===== config.mk =====
export PLATFORM = sky130hd
export DESIGN_NAME = ascii_serial_tx
export DESIGN_NICKNAME = d
export VERILOG_FILES = /design/src/rtl/ascii_serial_tx.sv
export SDC_FILE = /design/constraint.sdc
export NUM_CORES = 1
export LEC_CHECK = 0
export ABC_AREA = 1
export CORE_ASPECT_RATIO = 0.9
export CORE_MARGIN = 2
export CORE_UTILIZATION = 63
export CTS_CLUSTER_DIAMETER = 50
export DETAILED_ROUTE_END_ITERATION = 6
export PLACE_DENSITY = 0.89
export SYNTH_ARGS = -nofsm -noshare
export SYNTH_HDL_FRONTEND = slang
export SYNTH_SLANG_ARGS = --single-unit

===== constraint.sdc =====
create_clock -name CLK -period 7 [get_ports CLK]
set_clock_uncertainty 0.15 [all_clocks]
set_input_delay 0.7 -clock CLK [delete_from_list [all_inputs] [get_ports CLK]]
set_output_delay 0.7 -clock CLK [all_outputs]
set_load 0.01 [all_outputs]

===== src/rtl/ascii_serial_tx.sv =====
// ascii_serial_tx
//   Buffers 7-bit ASCII characters in a small FIFO and sends each one on a
//   single pin as an asynchronous frame. The frame is a start bit (0), then
//   7 data bits LSB first, then an optional even-parity bit, then a stop
//   bit (1). Each bit is held for BIT_TICKS clock cycles.
//
// Handshake: a character transfers on a rising CLK edge where in_valid and
//   in_ready are both 1. in_ready depends only on the FIFO fill level and
//   never on in_valid. While in_valid is 0, ascii is ignored.
//
// Ports
//   CLK          in   1  clock; all state changes on posedge
//   RST_N        in   1  asynchronous active-low reset
//   ascii        in   7  character to send
//   in_valid     in   1  ascii holds a character
//   in_ready     out  1  FIFO has room (not full)
//   tx           out  1  serial line, idle high, driven from a flop
//   busy         out  1  a frame is in progress (FSM not in IDLE)
//   o_dbg_state  out  3  current FSM state, for observation only
module ascii_serial_tx #(
  parameter int BIT_TICKS  = 4,
  parameter int FIFO_DEPTH = 4,
  parameter bit PARITY_EN  = 1'b1
) (
  input  logic       CLK,
  input  logic       RST_N,
  input  logic [6:0] ascii,
  input  logic       in_valid,
  output logic       in_ready,
  output logic       tx,
  output logic       busy,
  output logic [2:0] o_dbg_state
);

  localparam int AW = $clog2(FIFO_DEPTH);
  localparam int CW = AW + 1;
  localparam int TW = (BIT_TICKS > 1) ? $clog2(BIT_TICKS) : 1;
  localparam logic [CW-1:0] FULL_CNT  = CW'(FIFO_DEPTH);
  localparam logic [TW-1:0] TICK_LAST = TW'(BIT_TICKS - 1);

  typedef enum logic [2:0] {
    S_IDLE   = 3'd0,
    S_START  = 3'd1,
    S_DATA   = 3'd2,
    S_PARITY = 3'd3,
    S_STOP   = 3'd4
  } state_t;

  // ---------------------------------------------------------------
  // Character FIFO
  // ---------------------------------------------------------------
  logic [6:0]    r_mem [FIFO_DEPTH];
  logic [AW-1:0] r_wr_ptr;
  logic [AW-1:0] r_rd_ptr;
  logic [CW-1:0] r_count;
  logic          w_push;
  logic          w_load;
  logic          w_empty;
  logic [6:0]    w_head;

  assign in_ready = (r_count != FULL_CNT);
  assign w_push   = in_valid & in_ready;
  assign w_empty  = (r_count == '0);
  assign w_head   = r_mem[r_rd_ptr];

  // Storage is not reset: emptiness is tracked by the pointers and count.
  always_ff @(posedge CLK) begin
    if (w_push) begin
      r_mem[r_wr_ptr] <= ascii;
    end
  end

  // Depth is a power of two, so the pointers wrap naturally.
  always_ff @(posedge CLK or negedge RST_N) begin
    if (!RST_N) begin
      r_wr_ptr <= '0;
      r_rd_ptr <= '0;
      r_count  <= '0;
    end else begin
      if (w_push) begin
        r_wr_ptr <= r_wr_ptr + AW'(1);
      end
      if (w_load) begin
        r_rd_ptr <= r_rd_ptr + AW'(1);
      end
      case ({w_push, w_load})
        2'b10:   r_count <= r_count + CW'(1);
        2'b01:   r_count <= r_count - CW'(1);
        default: r_count <= r_count;
      endcase
    end
  end

  // ---------------------------------------------------------------
  // Frame FSM
  // ---------------------------------------------------------------
  state_t        r_state;
  state_t        w_state_nxt;
  logic [TW-1:0] r_tick;
  logic [TW-1:0] w_tick_nxt;
  logic [2:0]    r_bit;
  logic [2:0]    w_bit_nxt;
  logic [6:0]    r_shift;
  logic [6:0]    w_shift_nxt;
  logic          r_par;
  logic          w_par_nxt;
  logic          r_tx;
  logic          w_tx_nxt;
  logic          w_wrap;

  assign w_wrap = (r_tick == TICK_LAST);

  // State register
  always_ff @(posedge CLK or negedge RST_N) begin
    if (!RST_N) begin
      r_state <= S_IDLE;
    end else begin
      r_state <= w_state_nxt;
    end
  end

  // Next-state logic. w_load pops the FIFO head into the shifter; the
  // decision uses the registered count, so a character pushed into an
  // empty FIFO is only seen on the following edge.
  always_comb begin
    w_state_nxt = r_state;
    w_load      = 1'b0;
    case (r_state)
      S_IDLE: begin
        if (!w_empty) begin
          w_state_nxt = S_START;
          w_load      = 1'b1;
        end
      end
      S_START: begin
        if (w_wrap) w_state_nxt = S_DATA;
      end
      S_DATA: begin
        if (w_wrap && (r_bit == 3'd6)) begin
          w_state_nxt = PARITY_EN ? S_PARITY : S_STOP;
        end
      end
      S_PARITY: begin
        if (w_wrap) w_state_nxt = S_STOP;
      end
      S_STOP: begin
        if (w_wrap) begin
          if (!w_empty) begin
            w_state_nxt = S_START;
            w_load      = 1'b1;
          end else begin
            w_state_nxt = S_IDLE;
          end
        end
      end
      default: w_state_nxt = S_IDLE;
    endcase
  end

  // Datapath next values: tick counter, data-bit counter, shifter, parity.
  always_comb begin
    w_tick_nxt  = r_tick;
    w_bit_nxt   = r_bit;
    w_shift_nxt = r_shift;
    w_par_nxt   = r_par;

    // Tick stays at 0 in IDLE so a freshly loaded frame starts a full bit.
    if ((r_state == S_IDLE) || w_wrap) begin
      w_tick_nxt = '0;
    end else begin
      w_tick_nxt = r_tick + TW'(1);
    end

    if (r_state != S_DATA) begin
      w_bit_nxt = 3'd0;
    end else if (w_wrap) begin
      w_bit_nxt = r_bit + 3'd1;
    end

    if (w_load) begin
      w_shift_nxt = w_head;
      w_par_nxt   = ^w_head;
    end else if ((r_state == S_DATA) && w_wrap) begin
      w_shift_nxt = {1'b0, r_shift[6:1]};
    end
  end

  // Output logic. tx is registered: the line level for the coming cycle
  // is derived from the next state and latched on the same edge.
  always_comb begin
    busy        = (r_state != S_IDLE);
    o_dbg_state = r_state;
    case (w_state_nxt)
      S_IDLE:   w_tx_nxt = 1'b1;
      S_START:  w_tx_nxt = 1'b0;
      S_DATA:   w_tx_nxt = w_shift_nxt[0];
      S_PARITY: w_tx_nxt = w_par_nxt;
      S_STOP:   w_tx_nxt = 1'b1;
      default:  w_tx_nxt = 1'b1;
    endcase
  end

  always_ff @(posedge CLK or negedge RST_N) begin
    if (!RST_N) begin
      r_tick  <= '0;
      r_bit   <= 3'd0;
      r_shift <= 7'd0;
      r_par   <= 1'b0;
      r_tx    <= 1'b1;
    end else begin
      r_tick  <= w_tick_nxt;
      r_bit   <= w_bit_nxt;
      r_shift <= w_shift_nxt;
      r_par   <= w_par_nxt;
      r_tx    <= w_tx_nxt;
    end
  end

  assign tx = r_tx;

endmodule

# Yosys cells after proc, flatten, opt, wreduce, memory -nomap -nowiden
# Memories as Yosys holds them, arrays and structs flattened.
# Cells that the tools add are included.
# Widths: inputs -> output; s select.
[word_totals]
mem_count = 1
ff_bits = 24
ram_bits = 28
out_inout_bits = 6
elab_cells = 61
[mem_list]
columns = ["memory", "depth", "width", "rd", "rd_ports_with_merged_regs", "write_ports", "line", "text"]
rows = [
  ["r_mem", 4, 7, 1, 0, 1, "52", "logic [6:0] r_mem [FIFO_DEPTH];"],
]
[classes]
bitwise_logic = 1
n_mux = 20
addsub = 6
n_eq_ne = 13
n_reduce_logical = 10
[op_table]
columns = ["cell", "n"]
rows = [
  ["$mux 3", 7],
  ["$pmux 3 s5", 1],
  ["$mux 7", 2],
  ["$eq 3x2->1 const B", 4],
  ["$reduce_xor 7->1", 1],
  ["$add 2x1->2 const B", 3],
  ["$add 3x1->3 const B", 2],
  ["$eq 3x1->1 const B", 2],
  ["$eq 3x3->1 const B", 2],
  ["$logic_not 3->1", 2],
  ["$mux 1", 6],
  ["$pmux 3 s2", 1],
  ["$reduce_bool 2->1", 3],
  ["$eq 2x2->1 const B", 2],
  ["$ne 3x2->1 const B", 1],
  ["$ne 3x3->1 const B", 1],
  ["$pmux 1 s3", 1],
  ["$reduce_bool 3->1", 1],
  ["$sub 3x1->3 const B", 1],
  ["$eq 2x1->1 const B", 1],
  ["$logic_and 1x1->1", 2],
  ["$mux 2", 1],
  ["$pmux 1 s2", 1],
  ["$and 1x1->1", 1],
  ["$logic_or 1x1->1", 1],
]

# Logic depth before layout (Yosys ltp)
# Gate-level depths: netlist (run 1).
[depth]
word_depth = 6
depth_mapped = 14
ltp_nobuf = 14

# Worst setup path before layout (run 1)
# OpenSTA, ideal clock, no wires.
[synth_timing]
path_kind = "reg2reg"
from = "register r_tick[0]"
to = "register r_count[2]"
setup_time_ns = 0.124
required_time_ns = 6.726
arrival_time_ns = 1.996
path_stages_with_launch = 13
n_path_buf = 1
slack_ns = 4.729
cell_sequence = "dfrtp_1 -> ha_1 -> buf_2 -> inv_2 -> a21oi_1 -> nand2_2 -> inv_2 -> ha_1 -> inv_1 -> fa_1 -> a21oi_1 -> o21ai_0 -> xnor2_1"
[synth_between]
elab_chain_cells = 5
word_cells_on_any_way = 7
cone_classes = "eq/ne: 3; mux: 3; reduce/logical: 1"
[synth_lines]
columns = ["item", "line", "text"]
rows = [
  ["start: declaration", "99", "logic [TW-1:0] r_tick;"],
  ["start signal: assignment", "211", "r_tick <= w_tick_nxt;"],
  ["$eq 2x2->1 (*)", "111", "assign w_wrap = (r_tick == TICK_LAST);"],
  ["$mux 1 (*)", "147", "if (w_wrap) begin"],
  ["$pmux 1 s2 (*)", "128", "case (r_state)"],
  ["$eq 2x1->1 or $eq 2x2->1 (tied branches)", "86", "case ({w_push, w_load})"],
  ["$pmux 3 s2 or $reduce_bool 2->1 (tied branches)", "n/a", ""],
  ["end signal: assignment", "87", "2'b10: r_count <= r_count + CW'(1);"],
  ["end signal: assignment", "88", "2'b01: r_count <= r_count - CW'(1);"],
  ["end signal: assignment", "89", "default: r_count <= r_count;"],
  ["end: declaration", "55", "logic [CW-1:0] r_count;"],
]
# Mark *: on every way between the ends. The rest lies on a longest branch, timed or not.
# A chain may end at the register's enable or synchronous reset.

# Worst setup path after layout (run 1)
# Same ends and word-level chain as after synthesis.

==> results of run 1 <==
-- synth_stat cells --
master / instances / area, sq um
buf_2: 1 / 5.00
nor3_2: 1 / 10.0
xor2_1: 2 / 17.5
xnor2_1: 2 / 17.5
nor2_2: 1 / 6.26
nand3_1: 22 / 110
and2_1: 1 / 6.26
clkbuf_8: 1 / 13.8
dfrtp_1: 23 / 576
inv_1: 33 / 124
nand2_2: 8 / 50.1
nor2_1: 17 / 63.8
nor3b_1: 1 / 7.51
inv_2: 3 / 11.3
a22oi_1: 4 / 30.0
o211ai_1: 2 / 15.0
o21ai_1: 2 / 10.0
buf_6: 3 / 33.8
or2_1: 1 / 6.26
a31oi_1: 1 / 6.26
or2_2: 1 / 6.26
a21oi_1: 7 / 35.0
fa_1: 1 / 20.0
buf_12: 1 / 20.0
dfstp_2: 1 / 26.3
o21ai_2: 1 / 8.76
nand2_1: 81 / 304
o21ai_0: 8 / 40.0
nor2_4: 1 / 11.3
edfxtp_1: 28 / 841
ha_1: 8 / 100
nand3_2: 4 / 40.0
-- final cells by class --
| type | instances | area share [%] |
|---|---|---|
| repair buffers | 15 | 5.37 |
| clock inverters | 3 | 0.671 |
| multi-input cells | 177 | 33.0 |
| clock buffers | 5 | 2.46 |
| well taps | 48 | 2.15 |
| flip-flops and latches | 52 | 51.6 |
| inverters | 36 | 4.83 |
-- how the worst max path moves through the flow --
stage,start,to,slack (ns),cells after the start
3_5_place_dp,in_valid,r_count[2],4.36,8
4_1_cts,r_tick[0],r_count[2],4.41,11
5_1_grt,r_tick[0],r_count[2],4.30,11
3_3_place_gp,in_valid,r_count[2],4.41,8
2_1_floorplan,r_tick[0],r_count[2],4.73,12
6_report,r_tick[0],r_count[2],4.42,11
-- power groups by stage --
| stage | combinational [uW] | clock [uW] | sequential, uW |
|---|---|---|---|
| 4_1_cts | 578 | 168 | 507 |
| 5_1_grt | 654 | 182 | 520 |
| 6_report | 575 | 167 | 507 |
| 3_3_place_gp | 536 | 0 | 505 |
| 3_5_place_dp | 572 | 0 | 513 |
| 2_1_floorplan | 477 | 0 | 478 |
-- placed cells by master (no fill, tap or decap), drive strengths merged --
| cell | count |
|---|---|
| xor2 | 2 |
| or2 | 2 |
| o21ai | 11 |
| clkdlybuf4s50 | 15 |
| nor3b | 1 |
| a21oi | 7 |
| o211ai | 2 |
| xnor2 | 2 |
| clkbuf | 5 |
| clkinvlp | 2 |
| nand3 | 26 |
| edfxtp | 28 |
| a31oi | 1 |
| nand2 | 89 |
| a22oi | 4 |
| ha | 8 |
| fa | 1 |
| nor3 | 1 |
| inv | 36 |
| dfstp | 1 |
| clkinv | 1 |
| dfrtp | 23 |
| and2 | 1 |
| nor2 | 19 |
-- through the flow --
| stage | area, sq um | std cells |
|---|---|---|
| 6_report | 2800 | 336 |
| 5_1_grt | 2800 | 336 |
| 4_1_cts | 2800 | 336 |
| 3_5_place_dp | 2710 | 328 |
| 3_3_place_gp | 2710 | 328 |
| 2_1_floorplan | 2570 | 271 |
-- layer usage --
layer | global-route usage (%) | vias to the layer above | part of all wire (%)
met5 | 0 | - | 0
met4 | 9.67 | 0 | 1.7
met3 | 4.51 | 7 | 3.4
met2 | 39.9 | 35 | 53
met1 | 26.6 | 829 | 42
li1 | - | 899 | -
-- state kept, by name, summed over array words and instances (netlist names) --
name,cells
r_par,1
r_bit,3
tx,1
r_mem,28
r_tick,2
r_count,3
r_wr_ptr,2
r_shift,7
o_dbg_state,3
r_rd_ptr,2
-- kinds of logic after synthesis --
kind of cell    synth area share, %
flops                          56.1
compound gates                 5.64
fa+ha+maj                      4.67
buf+inv                        8.07
xor+xnor                       1.36
simple gates                   24.2
==> reports/metrics.yaml, run 1 <==
run_status:
  outcome: "complete, no violations"
die:
  coreArea_sq_mm: 0.00399
  floorplan.initialDensity_pct: 64.5
  die_w_microns: 71.4
  fp-row-count: 22
  die_y_microns: 64.6
  die_area_sq_mm: 0.00461
  io_pins: 16
finish:
  n_antenna_cell: 0
  seq_area_sq_mm: 0.00144
  final_util_pct: 70.1
  syn_to_final_growth_pct: 8.75
  fillers: 313
  nets: 306
  multi_input_area_sq_um: 922
  drive_above_1_share_pct: 9.72
drt:
  first_pass_iters: 4
  drtIter0Drc: 80
  vias_per_cell: 5.27
  postRouteAntennaNets: 0
  wl_per_cell_microns: 13.7
  vias: 1770
  drt-total-wl_microns: 4600
  drc: 0
cts:
  cts_root_buf: "clkbuf_8"
  clk_path_buf_depth: 2
  cts_setup_buffers: 0
  tritoncts: "built"
  hold_buffers: 0
  clock_latency_ns: 0.31
  cts_made_buffers: 5
  clk_pin_slew_ns: 0.09
  clkSinkCount: 52
  cts-htree-levels: 2
  cts_resized: 0
sta:
  setup_viol: 0
  worst_slack_ns: 4.42
  fin_tns_setup_ns: 0
  period_needed_ns: 2.58
  worst_pin_slew_ns: 1.06
  max_freq_mhz: 387
  finalCritPeriodShare_pct: 36.9
  rsz0062_at_grt: "no"
  hold_viol: 0
  hold_slack_ns: 0.309
  slew_viol_final: 0
  maxSlewHeadroom_pct: 29.2
worst_setup_path:
  worstReg2RegStart: "r_tick[0]"
  slowest_stage: "dfrtp_1"
  r2r_end: "r_count[2]"
  critPathTopFamily: "adder cells"
  critPathBufInv: 3
  r2r_slack_ns: 4.42
  worst_ep_required_time_ns: 7.04
  cp.arrival_ns: 2.62
  cp-end-kind: "register"
  cpPeakStageDelay_ns: 0.37
  worstSetupPathType: "register to register"
  crit_path_start_kind: "register"
  cp_max_fo: 9
  cp_cell_sequence: "ha_1 -> inv_2 -> a21oi_1 -> nand2_2 -> inv_2 -> ha_1 -> inv_1 -> fa_1 -> a21oi_1 -> o21ai_0 -> xnor2_1"
  reg2regPathDepth: 11
placed_design:
  gp_congestion: 0.770
  dp.final_hpwl_microns: 3400
  io_buffers: 15
  dp_slack_ns: 4.36
yosys:
  syn_inst: 271
  yosysWarnings: 0
  syn_area_sq_mm: 0.00257
  ys_ff_latch: 52
  ys_types: 32
  syn-num-nets: 290
  syn_area_per_cell_sq_um: 9.49
  seq_area_frac_synth_pct: 56.1
power_and_ir_drop:
  p_leak_uw: 0.00127
  power_frac_clock_pct: 13.4
  p_total_uw: 1250
  intPower_uw: 707
  powerDensity_mw_per_mm2: 447
  max-vdd-ir-drop_mv: 0.257
  sw_frac_of_total_pct: 43.4
  combPwrFrac_pct: 46.0
  netSwitchingPower_uw: 542
  seqPwrFrac_pct: 40.6
global_routing:
  antenna_found_initial: 0
  track_usage_pct: 22.5
  grt_pass1_vias: 1780
  grt_pass1_wl_microns: 7850
  gr-total-overflow: 0
  grt_max_degree: 25
hold_path:
  min_to: "r_tick[0]"
  holdPathStages: 1
  hp-start: "r_tick[0]"
  hold_class: "register to register"
run:
  drv_cap: 0
Power figures use the tool's default switching activity.
==> run 2, diff against run 1 <==
- CORE_UTILIZATION: 63 -> 58
- PLACE_DENSITY: 0.89 -> 0.83
- clock period: 7 -> 2.6 ns (I/O delays scaled with it)
==> reports/metrics.yaml, run 2 (synthesized netlist as in run 1, its figures left out) <==
global_routing:
  track_usage_pct: 20.1  # -2.4 points
  gr-total-overflow: 0  # unchanged
  antenna_found_initial: 0  # unchanged
  grt_pass1_wl_microns: 7450  # -5.0%
  grt_max_degree: 25  # unchanged
  grt_pass1_vias: 1791  # +0.62%
finish:
  n_antenna_cell: 0  # unchanged
  largest_reg_flops: 28  # unchanged
  layout_common_cells: "nand2_1, inv_1, edfxtp_1, dfrtp_1, nand3_1"
  finalInstanceArea_sq_mm: 0.00288  # +2.9%
  drive_above_1_share_pct: 12.5  # +2.8 points
  reg.largest.list: "r_mem x28, r_shift x7"
  nets: 314  # +2.6%
  final_common_cell: "nand2_1"
  fillers: 319  # +1.9%
  regMostFlops: "r_mem"
  syn_to_final_growth_pct: 11.9
sta:
  slew_viol_final: 0  # unchanged
  worst_pin_slew_ns: 0.424  # -0.635 ns
  finalCritPeriodShare_pct: 91.9  # +55 points
  maxSlewHeadroom_pct: 71.8  # +43 points
  hold_slack_ns: 0.164  # -0.145 ns
  setup_viol: 0  # unchanged
  max_freq_mhz: 418  # +8.0%
  hold_viol: 0  # unchanged
  fin_tns_setup_ns: 0  # unchanged
  period_needed_ns: 2.39  # -0.191 ns
  rsz0062_at_grt: "no"
power_and_ir_drop:
  powerDensity_mw_per_mm2: 1190  # +170%
  max-vdd-ir-drop_mv: 0.614  # +140%
  p_total_uw: 3420  # +170%
  p_leak_uw: 0.00132  # +4.1%
worst_setup_path:
  worst_ep_required_time_ns: 2.64  # -4.40 ns
  cp.depth: 11  # unchanged
  critPathBufInv: 3  # unchanged
  cp_max_fo: 9  # unchanged
  worstSetupPathType: "register to register"
  reg2regPathDepth: 11  # unchanged
  r2r_end: "r_count[2]"
  r2r_slack_ns: 0.21  # -4.21 ns
  cpPeakStageDelay_ns: 0.44  # +0.07 ns
  critPathTopFamily: "adder cells"
  cp_cell_sequence: "nor2_1 -> inv_1 -> a21oi_1 -> nand2_2 -> inv_4 -> ha_1 -> inv_1 -> fa_1 -> a21oi_1 -> o21ai_0 -> xnor2_1"
  slowest_stage: "dfrtp_1"
  cp.arrival_ns: 2.43  # -0.19 ns
  crit_path_start_kind: "register"
  cp-end-kind: "register"
  worstReg2RegStart: "o_dbg_state[0]"
placed_design:
  dp.final_hpwl_microns: 3230  # -5.0%
  gp_congestion: 0.845  # +9.7%
  io_buffers: 15  # unchanged
  placed_area_sq_mm: 0.00279  # +2.8%
drt:
  vias: 1822  # +2.9%
  vias_per_cell: 5.12  # -2.8%
  postRouteAntennaNets: 0  # unchanged
  first_pass_iters: 4  # unchanged
  wl_per_cell_microns: 12.6  # -7.9%
  drtIter0Drc: 118  # +48%
  drc: 0  # unchanged
  drt-total-wl_microns: 4490  # -2.4%
die:
  die_y_microns: 67.2  # +4.0%
  fp-row-count: 22  # unchanged
  io_pins: 16  # unchanged
  coreArea_sq_mm: 0.00416  # +4.1%
  floorplan.initialDensity_pct: 61.9  # -2.6 points
  die_w_microns: 74.2  # +4.0%
  die_area_sq_mm: 0.00498  # +8.1%
cts:
  clk_pin_slew_ns: 0.09  # about the same
  cts-htree-levels: 2  # unchanged
  hold_buffers: 0  # unchanged
  clock_latency_ns: 0.30  # about the same
  cts_made_buffers: 5  # unchanged
  cts_root_buf: "clkbuf_8"
  tritoncts: "built"
  clk_path_buf_depth: 2  # unchanged
  clkSinkCount: 52  # unchanged
run_status:
  outcome: "complete, no violations"
hold_path:
  hold_class: "input pin to async pin"
run:
  drv_cap: 0  # unchanged
run 2: final cells by class:
class	count	area [sq um]	area share (%)
Multi-Input combinational cell	177	922	32.0
Clock buffer	5	68.8	2.39
Tap cell	60	75.1	2.61
Sequential cell	52	1440	50.1
Clock inverter	3	22.5	0.782
Inverter	36	138	4.78
Timing Repair Buffer	23	210	7.30
run 2: layer usage:
metal	vias up	GRT usage, %	part of all wire [%]
met4	0	7.95	1.8
li1	917	-	-
met2	35	34.9	51
met1	860	24.9	43
met3	10	4.03	3.5
met5	-	0	0
run 2: timing repair:
action                     4_1_cts  5_1_grt
resized for setup                0        1
buffers inserted                 0        0
setup endpoints to repair        0        1
run 2: report_power, final:
group	switching (uW)	internal [uW]
sequential	161	1140
clock	260	193
combinational	1050	621
run 2: worst reg2reg max path, delay by kind of cell (launching register included):
kind                     cells  cell delay (ns)
flip-flops                   1             0.44
AO/OA/AOI/OAI                3             0.42
buffers and inverters        3             0.28
adder cells (fa/ha/maj)      2             0.53
XOR/XNOR                     1             0.13
AND/OR/NAND/NOR              2             0.33
run 2: how the worst max path moves through the flow:
stage,startpoint,end
floorplan,r_tick[0],r_count[2]
global placement,o_dbg_state[0],r_count[2]
detailed placement,o_dbg_state[0],r_count[2]
CTS,o_dbg_state[0],r_count[2]
global route,o_dbg_state[0],r_count[2]
finish,o_dbg_state[0],r_count[2]
run 2: stage by stage:
stage / util, % / instances / setup WS, ns
5_1_grt: 69.3 / 356 / 0.0277
2_1_floorplan: - / 271 / 0.329
3_3_place_gp: 67.0 / 348 / 0.301
4_1_cts: 69.2 / 356 / 0.190
6_report: 69.3 / 356 / 0.210
3_5_place_dp: 67.0 / 348 / 0.189
